[src/rtl/ota_duty_capture.sv]
// ota_duty_capture: synchronizes the asynchronous comparator pin, optionally
// glitch-filters it, and measures duty (high samples) and edge count over a
// programmable window of window+1 samples, ending with a one-cycle done pulse.
// Optional feature: define OTA_CAPTURE_GLITCH_FILTER_EN to insert a registered
// majority-of-3 filter after the synchronizer (one extra cycle of latency).
module ota_duty_capture #(
    parameter int CNT_W       = 8,
    parameter int SYNC_STAGES = 2
) (
    input  logic             clk,
    input  logic             rst,
    input  logic             cmp_in,
    input  logic             start,
    input  logic [CNT_W-1:0] window,
    output logic             busy,
    output logic             done,
    output logic [CNT_W:0]   duty,
    output logic [CNT_W-1:0] edges,
    output logic             level
);

    localparam logic [1:0] ST_IDLE   = 2'd0;
    localparam logic [1:0] ST_SAMPLE = 2'd1;
    localparam logic [1:0] ST_DONE   = 2'd2;

    logic [SYNC_STAGES-1:0] sync_q, sync_d;
    logic                   sync_out;
    logic                   s;

    logic [1:0]       state_q, state_d;
    logic [CNT_W-1:0] win_q, win_d;
    logic [CNT_W-1:0] cnt_q, cnt_d;
    logic [CNT_W:0]   duty_acc_q, duty_acc_d;
    logic [CNT_W-1:0] edge_acc_q, edge_acc_d;
    logic             prev_q, prev_d;
    logic             busy_q, busy_d;
    logic             done_q, done_d;
    logic [CNT_W:0]   duty_q, duty_d;
    logic [CNT_W-1:0] edges_q, edges_d;

    // Synchronizer shift: the pin enters at bit 0 and leaves at the top bit.
    always_comb begin
        sync_d = {sync_q[SYNC_STAGES-2:0], cmp_in};
    end

    // Synchronizer flops, cleared by reset.
    always_ff @(posedge clk) begin
        if (rst) sync_q <= '0;
        else     sync_q <= sync_d;
    end

    assign sync_out = sync_q[SYNC_STAGES-1];

`ifdef OTA_CAPTURE_GLITCH_FILTER_EN
    // The vote uses three consecutive synchronizer outputs: the one about to
    // appear (penultimate stage), the current one, and the previous one. Using
    // the penultimate stage keeps the added latency to a single cycle.
    logic sync_next;
    logic hist_q, hist_d;
    logic filt_q, filt_d;

    assign sync_next = sync_q[SYNC_STAGES-2];

    // Majority vote over three consecutive synchronized samples.
    always_comb begin
        hist_d = sync_out;
        filt_d = (sync_next & sync_out) | (sync_next & hist_q) | (sync_out & hist_q);
    end

    // Filter history and output, cleared by reset.
    always_ff @(posedge clk) begin
        if (rst) begin
            hist_q <= 1'b0;
            filt_q <= 1'b0;
        end else begin
            hist_q <= hist_d;
            filt_q <= filt_d;
        end
    end

    assign s = filt_q;
`else
    assign s = sync_out;
`endif

    assign level = s;

    // Measurement FSM, accumulators and result registers (next-state logic).
    always_comb begin
        state_d    = state_q;
        win_d      = win_q;
        cnt_d      = cnt_q;
        duty_acc_d = duty_acc_q;
        edge_acc_d = edge_acc_q;
        prev_d     = prev_q;
        duty_d     = duty_q;
        edges_d    = edges_q;
        busy_d     = (state_q != ST_IDLE);
        done_d     = (state_q == ST_DONE);
        case (state_q)
            ST_IDLE: begin
                if (start) begin
                    win_d      = window;
                    cnt_d      = '0;
                    duty_acc_d = '0;
                    edge_acc_d = '0;
                    state_d    = ST_SAMPLE;
                end
            end
            ST_SAMPLE: begin
                duty_acc_d = duty_acc_q + {{CNT_W{1'b0}}, s};
                // The first sample has no predecessor, so it never counts an edge.
                if ((cnt_q != '0) && (s != prev_q)) begin
                    edge_acc_d = edge_acc_q + {{(CNT_W-1){1'b0}}, 1'b1};
                end
                prev_d = s;
                if (cnt_q == win_q) state_d = ST_DONE;
                else                cnt_d   = cnt_q + {{(CNT_W-1){1'b0}}, 1'b1};
            end
            ST_DONE: begin
                duty_d  = duty_acc_q;
                edges_d = edge_acc_q;
                state_d = ST_IDLE;
            end
            default: state_d = ST_IDLE;
        endcase
    end

    // State registers; reset discards any partial measurement.
    always_ff @(posedge clk) begin
        if (rst) begin
            state_q    <= ST_IDLE;
            win_q      <= '0;
            cnt_q      <= '0;
            duty_acc_q <= '0;
            edge_acc_q <= '0;
            prev_q     <= 1'b0;
            busy_q     <= 1'b0;
            done_q     <= 1'b0;
            duty_q     <= '0;
            edges_q    <= '0;
        end else begin
            state_q    <= state_d;
            win_q      <= win_d;
            cnt_q      <= cnt_d;
            duty_acc_q <= duty_acc_d;
            edge_acc_q <= edge_acc_d;
            prev_q     <= prev_d;
            busy_q     <= busy_d;
            done_q     <= done_d;
            duty_q     <= duty_d;
            edges_q    <= edges_d;
        end
    end

    assign busy  = busy_q;
    assign done  = done_q;
    assign duty  = duty_q;
    assign edges = edges_q;

endmodule

[config.mk]
export PLATFORM = sky130hd
export DESIGN_NAME = ota_duty_capture
export DESIGN_NICKNAME = d
export VERILOG_FILES = /design/src/rtl/ota_duty_capture.sv
export SDC_FILE = /design/constraint.sdc
export NUM_CORES = 1
export LEC_CHECK = 0
export ABC_AREA = 1
export CORE_MARGIN = 5
export CORE_UTILIZATION = 44
export DETAILED_ROUTE_END_ITERATION = 8
export GPL_TIMING_DRIVEN = 0
export PLACE_DENSITY = 0.66
export SLEW_MARGIN = 25
export SYNTH_ARGS = -nofsm -noshare
export SYNTH_HDL_FRONTEND = slang
export SYNTH_SLANG_ARGS = --single-unit
[constraint.sdc]
create_clock -name clk -period 2.4 [get_ports clk]
set_input_delay 0.6 -clock clk [delete_from_list [all_inputs] [get_ports clk]]
set_output_delay 0.6 -clock clk [all_outputs]
set_load 0.005 [all_outputs]
Yosys cells after proc, flatten, opt, wreduce, memory -nomap -nowiden
Index checks and enable logic that the tools add are counted.
- register bits after elaboration: 57
- memory bits (writable): 0
- logic and storage cells: 42
- latch bits: 0
- ROM bits: 0
- memories: 0
- order comparisons: 0
- shift-type cells: 0
- bitwise gates (word level): 0
- reduce and logical (&&, ||, !) cells: 10
- multiply operators: 0
- equality and inequality tests: 8
- div/mod/pow operators: 0
- mux-type cells: 10
- add/subtract/negate cells: 3
- operator list (kind ; number):
    8-bit one-hot mux with 2 select lines ; 2
    8-bit 2-to-1 mux ; 3
    9-bit one-hot mux with 2 select lines ; 1
    8-bit by 1-bit adder with 8-bit output (second input constant) ; 2
    9-bit by 1-bit adder with 9-bit output ; 1
    9-bit 2-to-1 mux ; 1
    8-bit equality test ; 1
    2-bit != test (second input constant) ; 4
    8-bit nonzero test ; 1
    2-bit AND reduction ; 3
    3-bit AND reduction ; 2
    2-bit 2-to-1 mux ; 2
    2-bit one-hot mux with 2 select lines ; 1
    2-bit nonzero test ; 2
    2-bit by 1-bit equality test with 1-bit output (second input constant) ; 1
    2-bit equality test (second input constant) ; 1
    2-bit logical NOT ; 1
    1-bit logical AND ; 1
    1-bit != test ; 1

Logic depth before layout (Yosys ltp)
Gate-level depths: netlist (run 1).
- depth in word-level cells: 4
- mapped depth: 11

Worst setup path after synthesis (run 1)
OpenSTA, ideal clock, no wires.
- path type: flip-flop to flip-flop
- from: register sync_q[1]
- to: register duty_acc_q[8]
- arrival: 1420 ps
- cell stages (with the launch flop): 10
- setup slack: 864 ps
- required time: 2284 ps
- library setup time: 116 ps
- path buffers: 0
- period minus slack after synthesis: 1536 ps
- path through: dfxtp_1 > ha_1 > ha_1 > nand3_1 > nor2_1 > nand2_1 > nor3_1 > nand3_1 > nand2_1 > a21oi_1
- word-level cells in the longest chain between the ends: 2
- ends and longest elaborated chain (element ; RTL line ; source):
    start, declared ; 26 ; logic [SYNC_STAGES-1:0] sync_q, sync_d;
    start signal, assigned ; 49 ; else sync_q <= sync_d;
    9-bit by 1-bit adder with 9-bit output ; 111 ; duty_acc_d = duty_acc_q + {{CNT_W{1'b0}}, s};
    9-bit one-hot mux with 2 select lines ; 100 ; case (state_q)
    end signal, assigned ; 146 ; duty_acc_q <= duty_acc_d;
    end, declared ; 33 ; logic [CNT_W:0] duty_acc_q, duty_acc_d;
No other way between the ends.
A chain may end at the register's enable or synchronous reset.

Worst setup path in the final report (run 1)
- from: register sync_q[1]
- to: output level
- RTL lines (element ; RTL line ; source):
    end, declared ; 19 ; output logic level
No word-level cell between the ends.

==> results of run 1 <==
## metrics by stage
stage | setup WS, ns | power (W) | hold slack [ns] | instance area [sq um] | util [%]
2_1_floorplan | 0.864 | 0.00118 | 0.388 | 2530 | -
3_3_place_gp | 0.298 | 0.00127 | 0.394 | 2930 | 53.0
3_5_place_dp | 0.308 | 0.00128 | 0.396 | 2930 | 53.0
4_1_cts | 0.501 | 0.00231 | 0.407 | 3160 | 57.1
5_1_grt | 0.464 | 0.00239 | 0.431 | 3160 | 57.1
6_report | 0.530 | 0.00229 | 0.405 | 3160 | 57.1
## report_power, final
group,switching (W),total (W),internal [W]
Sequential,0.0000236,0.00100,0.000980
Combinational,0.000162,0.000257,0.0000942
Clock,0.000391,0.00103,0.000637
Total,0.000577,0.00229,0.00171
## metal layers
layer  global-route usage [%]  part of all wire, %  routed length (um)  vias up
li1                         -                    -                   -     1209
met1                     23.8                   49                3120     1057
met2                     28.0                   43                2730       55
met3                     5.19                  5.6                 353       12
met4                     8.49                  1.7                 108        0
met5                        0                    0                   0        -
## path summary, 6_finish.rpt
check | end | depth (start not counted)
min reg2reg | sync_q[1] | 2
min | sync_q[1] | 2
max reg2reg | duty_acc_q[8] | 9
max | level | 1
## cell usage after synthesis
master | number | area [sq um]
a211oi_1 | 1 | 7.51
a21oi_1 | 30 | 150
a21oi_2 | 1 | 8.76
a221oi_1 | 2 | 17.5
a22oi_1 | 2 | 15.0
buf_2 | 5 | 25.0
buf_4 | 1 | 7.51
clkbuf_1 | 7 | 26.3
dfxtp_1 | 57 | 1140
ha_1 | 5 | 62.6
inv_1 | 30 | 113
inv_2 | 2 | 7.51
inv_4 | 1 | 6.26
nand2_1 | 55 | 206
nand2_2 | 2 | 12.5
nand2_4 | 2 | 22.5
nand3_1 | 19 | 95.1
nand3b_1 | 1 | 7.51
nand4_1 | 7 | 43.8
nor2_1 | 58 | 218
nor2_2 | 1 | 6.26
nor2_4 | 3 | 33.8
nor3_1 | 4 | 20.0
nor3b_1 | 4 | 30.0
o21ai_0 | 35 | 175
o21ai_4 | 1 | 16.3
o22ai_1 | 1 | 6.26
xnor2_1 | 4 | 35.0
xor2_1 | 2 | 17.5
## kinds of logic (layout without fill, tap and decap cells)
family	after synthesis	after routing	synth area share, %
flops	57	57	45.0
fa+ha+maj	5	5	2.47
xor+xnor	6	6	2.07
simple gates	156	156	27.5
compound gates	73	73	15.7
buf+inv	46	93	7.31
## state kept, by name, summed over array words and instances (netlist names)
signal and count:
prev_q 1, busy 1, duty_acc_q 9, edge_acc_q 8
cnt_q 8, done 1, state_q 2, edges 8
win_q 8, sync_q 2, duty 9
## layout by cell type, fill, tap and decap left out, types with 7 or more instances in the layout
| master | n |
|---|---|
| nor2_1 | 58 |
| clkdlybuf4s50_1 | 31 |
| clkbuf_1 | 7 |
| nand2_1 | 55 |
| dfxtp_1 | 57 |
| clkbuf_8 | 11 |
| o21ai_0 | 35 |
| inv_1 | 30 |
| nand3_1 | 19 |
| nand4_1 | 7 |
| a21oi_1 | 30 |
## layout make-up
type,count,area share [%]
Multi-Input combinational cell,240,38.2
Inverter,33,4.00
Timing Repair Buffer,31,9.81
Sequential cell,57,36.1
Tap cell,72,2.85
Buffer,13,1.86
Clock buffer,11,4.79
Clock inverter,5,2.45
==> flow_summary.yaml, run 1 <==
sta:
  max_freq_ghz: 0.535
  hold_viol_final: 0
  max_slew_margin_pct: 63.3
  clock_skew_ns: 0.00499
  fin_setup_tns_ns: 0
  setup_viol: 0
  slew_violations: 0
  tightestPinTransition_ns: 0.551
  rsz0062_at_grt: "false"
  finalCritPeriodShare_pct: 77.9
  min_period_ns: 1.87
floorplanning:
  core_sq_um: 5540
  dieArea_sq_um: 7380
  io_pins: 32
  rows: 27
  initial_core_util_pct: 45.7
  die_h_um: 85.9
  die-width_um: 85.9
yosys:
  yosys_warnings: 0
  synth_cell_types: 29
  synth_fp_nets: 360
  syn_area_per_cell_sq_um: 7.39
  syn_inst: 343
  synth-seq-area-share_pct: 45.0
  syn-cell-area_sq_um: 2530
  ys_seq_elements: 57
setup_path:
  cp_max_fo: 5
  critical_path.top_delay_family: "buffers and inverters"
  cp-startpoint: "sync_q[1]"
  start_kind: "flip-flop"
  worstPathArrival_ns: 1.27
  worstSetupPathType: "reg -> out"
  path_cells: "clkdlybuf4s50_1"
  reg2reg_setup_slack_ns: 0.65
  critPathSlowestCell: "clkdlybuf4s50_1"
  end_kind: "primary output"
  worst_r2r_startpoint: "sync_q[1]"
  critical_path_required_ns: 1.80
  path_buf_inv: 1
  max_stage_delay_ns: 0.54
clocking:
  cts_tree: "built"
  cts_setup_buffers: 0
  ctsHoldBuffers: 0
  ctsResizeCount: 0
  path_clk_slew_ns: 0.07
  htreeDepth: 3
  clock-root-buffer: "clkbuf_8"
  clk_latency_ns: 0.34
  numCtsBuffers: 9
  cts_max_path_buffers: 2
  cts_sinks: 57
placed_design:
  gp_congestion: 0.828
  dp_hpwl_mm: 4.31
  port_buffers: 31
  placed_cells: 446
final_layout:
  antenna_cells: 0
  layoutNonFillerInstCount: 462
  nets: 402
  multi_input_area_sq_um: 1210
  regArea_sq_um: 1140
  fillers: 541
  area_growth_syn_to_layout_pct: 24.8
  drive_gt1_share_pct: 8.97
global_routing:
  grt_max_degree: 11
  grt_antenna_before_repair: 0
  grt-ovfl-total: 0
  grt_pass1_wl_mm: 10.6
  grt_usage_pct: 18.3
  grt_pass1_vias: 2277
drt:
  num_vias: 2333
  ant_nets: 0
  finalWirelength_mm: 6.31
  drc_errors: 0
  wire_per_inst_um: 13.7
  vias_per_cell: 5.05
  drtPass1Iterations: 4
  drtIter0Drc: 122
hold_path:
  hold_class: "reg -> reg"
  hold_start: "sync_q[0]"
power_and_ir_drop:
  cellPowerDensity_nw_per_um2: 724
  p_leak_nw: 1.27
  ir_drop_v: 0.000447
job:
  cap_violations: 0
run_status:
  outcome: "finished clean"
No activity file was read; power rests on OpenSTA's default activity.
==> inputs of run 2 (changes only) <==
--- a/config.mk
+++ b/config.mk
@@ -10,7 +10,7 @@
 export CORE_UTILIZATION = 44
 export DETAILED_ROUTE_END_ITERATION = 8
 export GPL_TIMING_DRIVEN = 0
-export PLACE_DENSITY = 0.66
+export PLACE_DENSITY = 0.68
 export SLEW_MARGIN = 25
 export SYNTH_ARGS = -nofsm -noshare
 export SYNTH_HDL_FRONTEND = slang
==> constraint.sdc (replaced) <==
create_clock -name clk -period 1.6 [get_ports clk]
set_input_delay 0.4 -clock clk [delete_from_list [all_inputs] [get_ports clk]]
set_output_delay 0.4 -clock clk [all_outputs]
set_load 0.005 [all_outputs]
==> flow_summary.yaml, run 2 (synthesis results as in run 1) <==
hold_path:
  hold-path-cell-count: 2
  hold_start: "sync_q[0]"
  min_to: "sync_q[1]"
  hold_class: "reg -> reg"
placed_design:
  place_area_sq_um: 2930
  pre_cts_ws_ns: -0.264
  dp_hpwl_mm: 4.38
  gp_congestion: 0.910
  port_buffers: 31
  placed_cells: 446
final_layout:
  nets: 404
  fillers: 546
  area_growth_syn_to_layout_pct: 27.3
  fin_area_sq_um: 3230
  final_cell_mix: "56 x nor2_1, 55 x nand2_1, 53 x dfxtp_1"
  antenna_cells: 0
  layoutNonFillerInstCount: 464
  drive_gt1_share_pct: 12.8
  layout_commonest_cell: "nor2_1"
drt:
  finalWirelength_mm: 6.34
  drtIter0Drc: 150
  ant_nets: 0
  drtPass1Iterations: 4
  drc_errors: 0
  wire_per_inst_um: 13.7
  vias_per_cell: 5.10
  num_vias: 2368
global_routing:
  grt_pass1_wl_mm: 10.6
  grt_max_degree: 11
  grt-ovfl-total: 0
  grt_pass1_vias: 2268
  grt_usage_pct: 18.2
  grt_antenna_before_repair: 0
sta:
  clock_skew_ns: 0.00512
  setup_viol: 0
  max_freq_ghz: 0.642
  slew_violations: 0
  finalWorstSetupSlack_ns: 0.0427
  max_slew_margin_pct: 63.7
  tightestPinTransition_ns: 0.545
  finalCritPeriodShare_pct: 97.3
  rsz0062_at_grt: "true"
  hold_viol_final: 0
  min_period_ns: 1.56
clocking:
  ctsHoldBuffers: 0
  clock-root-buffer: "clkbuf_8"
  cts_sinks: 57
  clk_latency_ns: 0.34
  cts_max_path_buffers: 2
  path_clk_slew_ns: 0.07
  htreeDepth: 3
  numCtsBuffers: 9
  cts_tree: "built"
job:
  cap_violations: 0
power_and_ir_drop:
  cellPowerDensity_nw_per_um2: 1000
  ir_drop_v: 0.000720
  p_leak_nw: 1.58
setup_path:
  worst_r2r_startpoint: "sync_q[1]"
  worstPathArrival_ns: 1.79
  worstSetupPathType: "reg -> reg"
  ff2ff_path_depth: 9
  cp_max_fo: 5
  critical_path.top_delay_family: "simple AND/OR/NAND/NOR gates"
  end_kind: "flip-flop"
  path_depth: 9
  critPathSlowestCell: "dfxtp_4"
  max_stage_delay_ns: 0.38
  r2r_end: "duty_acc_q[8]"
  path_buf_inv: 0
  reg2reg_setup_slack_ns: 0.04
  critical_path_required_ns: 1.83
  path_cells: "ha_4 > ha_2 > nand3_2 > nor2_1 > nand2_1 > nor3_4 > nand3_1 > nand2_1 > a21oi_1"
  cpMostUsedCell: "nand2_1"
  start_kind: "flip-flop"
floorplanning:
  dieArea_sq_um: 7380
  initial_core_util_pct: 45.7
  die_h_um: 85.9
  die-width_um: 85.9
  core_sq_um: 5540
  rows: 27
  io_pins: 32
run_status:
  outcome: "finished clean"
## run 2: changes by cell type in the layout (fill, tap and decap cells not counted), sizes merged
cell / change
clkdlybuf4s50: -18
clkbuf: -2
dlymetal6s2s: +15
clkinv: +2
buf: +3
bufinv: -1
dlygate4sd2: +3
## run 2: tightest hold or removal path, stage by stage (launching register included)
cell,delay (ns)
dfxtp_1,0.30
inv_1,0.04
nor2_1,0.03
## run 2: repair_timing
| action | CTS | global route |
|---|---|---|
| pin swaps | 0 | 3 |
| resized for setup | 8 | 30 |
| setup buffers | 0 | 2 |
| endpoints found under the setup margin | 7 | 38 |
## run 2: through the flow
step | hold slack, ns | utilization [%] | power (W) | TNS, ns
after floorplan | 0.388 | - | 0.00178 | 0
after global placement | 0.392 | 53.0 | 0.00191 | -8.94
after detailed placement | 0.398 | 53.0 | 0.00191 | -9.49
after CTS | 0.393 | 56.6 | 0.00325 | 0
after global routing | 0.407 | 58.2 | 0.00337 | -0.240
final | 0.393 | 58.2 | 0.00322 | 0
## run 2: layout make-up
| cell class | count | area (sq um) | area share (%) |
|---|---|---|---|
| Buffer | 13 | 62.6 | 1.94 |
| Clock buffer | 10 | 138 | 4.27 |
| Clock inverter | 6 | 57.6 | 1.78 |
| Inverter | 33 | 126 | 3.92 |
| Multi-Input combinational cell | 240 | 1240 | 38.6 |
| Sequential cell | 57 | 1150 | 35.6 |
| Tap cell | 72 | 90.1 | 2.79 |
| Timing Repair Buffer | 33 | 359 | 11.1 |
## run 2: per-layer routing
layer	routed length [um]	up-vias	share of wire [%]	track usage, %
met3	393	13	6.2	6.72
met4	127	0	2.0	7.77
met1	2900	1074	46	23.3
met5	0	-	0	0
li1	-	1213	-	-
met2	2920	68	46	27.5
## run 2: worst max-delay path by stage
stage	start	end	slack, ns
after floorplan	sync_q[1]	duty_acc_q[8]	0.06
after global placement	start	win_q[0]	-0.26
after detailed placement	start	win_q[0]	-0.26
after CTS	duty[7]	duty[7]	0.002
after global routing	sync_q[1]	duty_acc_q[8]	-0.07
final	sync_q[1]	duty_acc_q[8]	0.04
## run 2: where the power goes
group          leakage, nW  switching, W  internal, W
clock network        0.102      0.000586     0.000749
logic                 1.01      0.000239     0.000144
registers            0.465     0.0000367      0.00147
total                 1.58      0.000862      0.00236
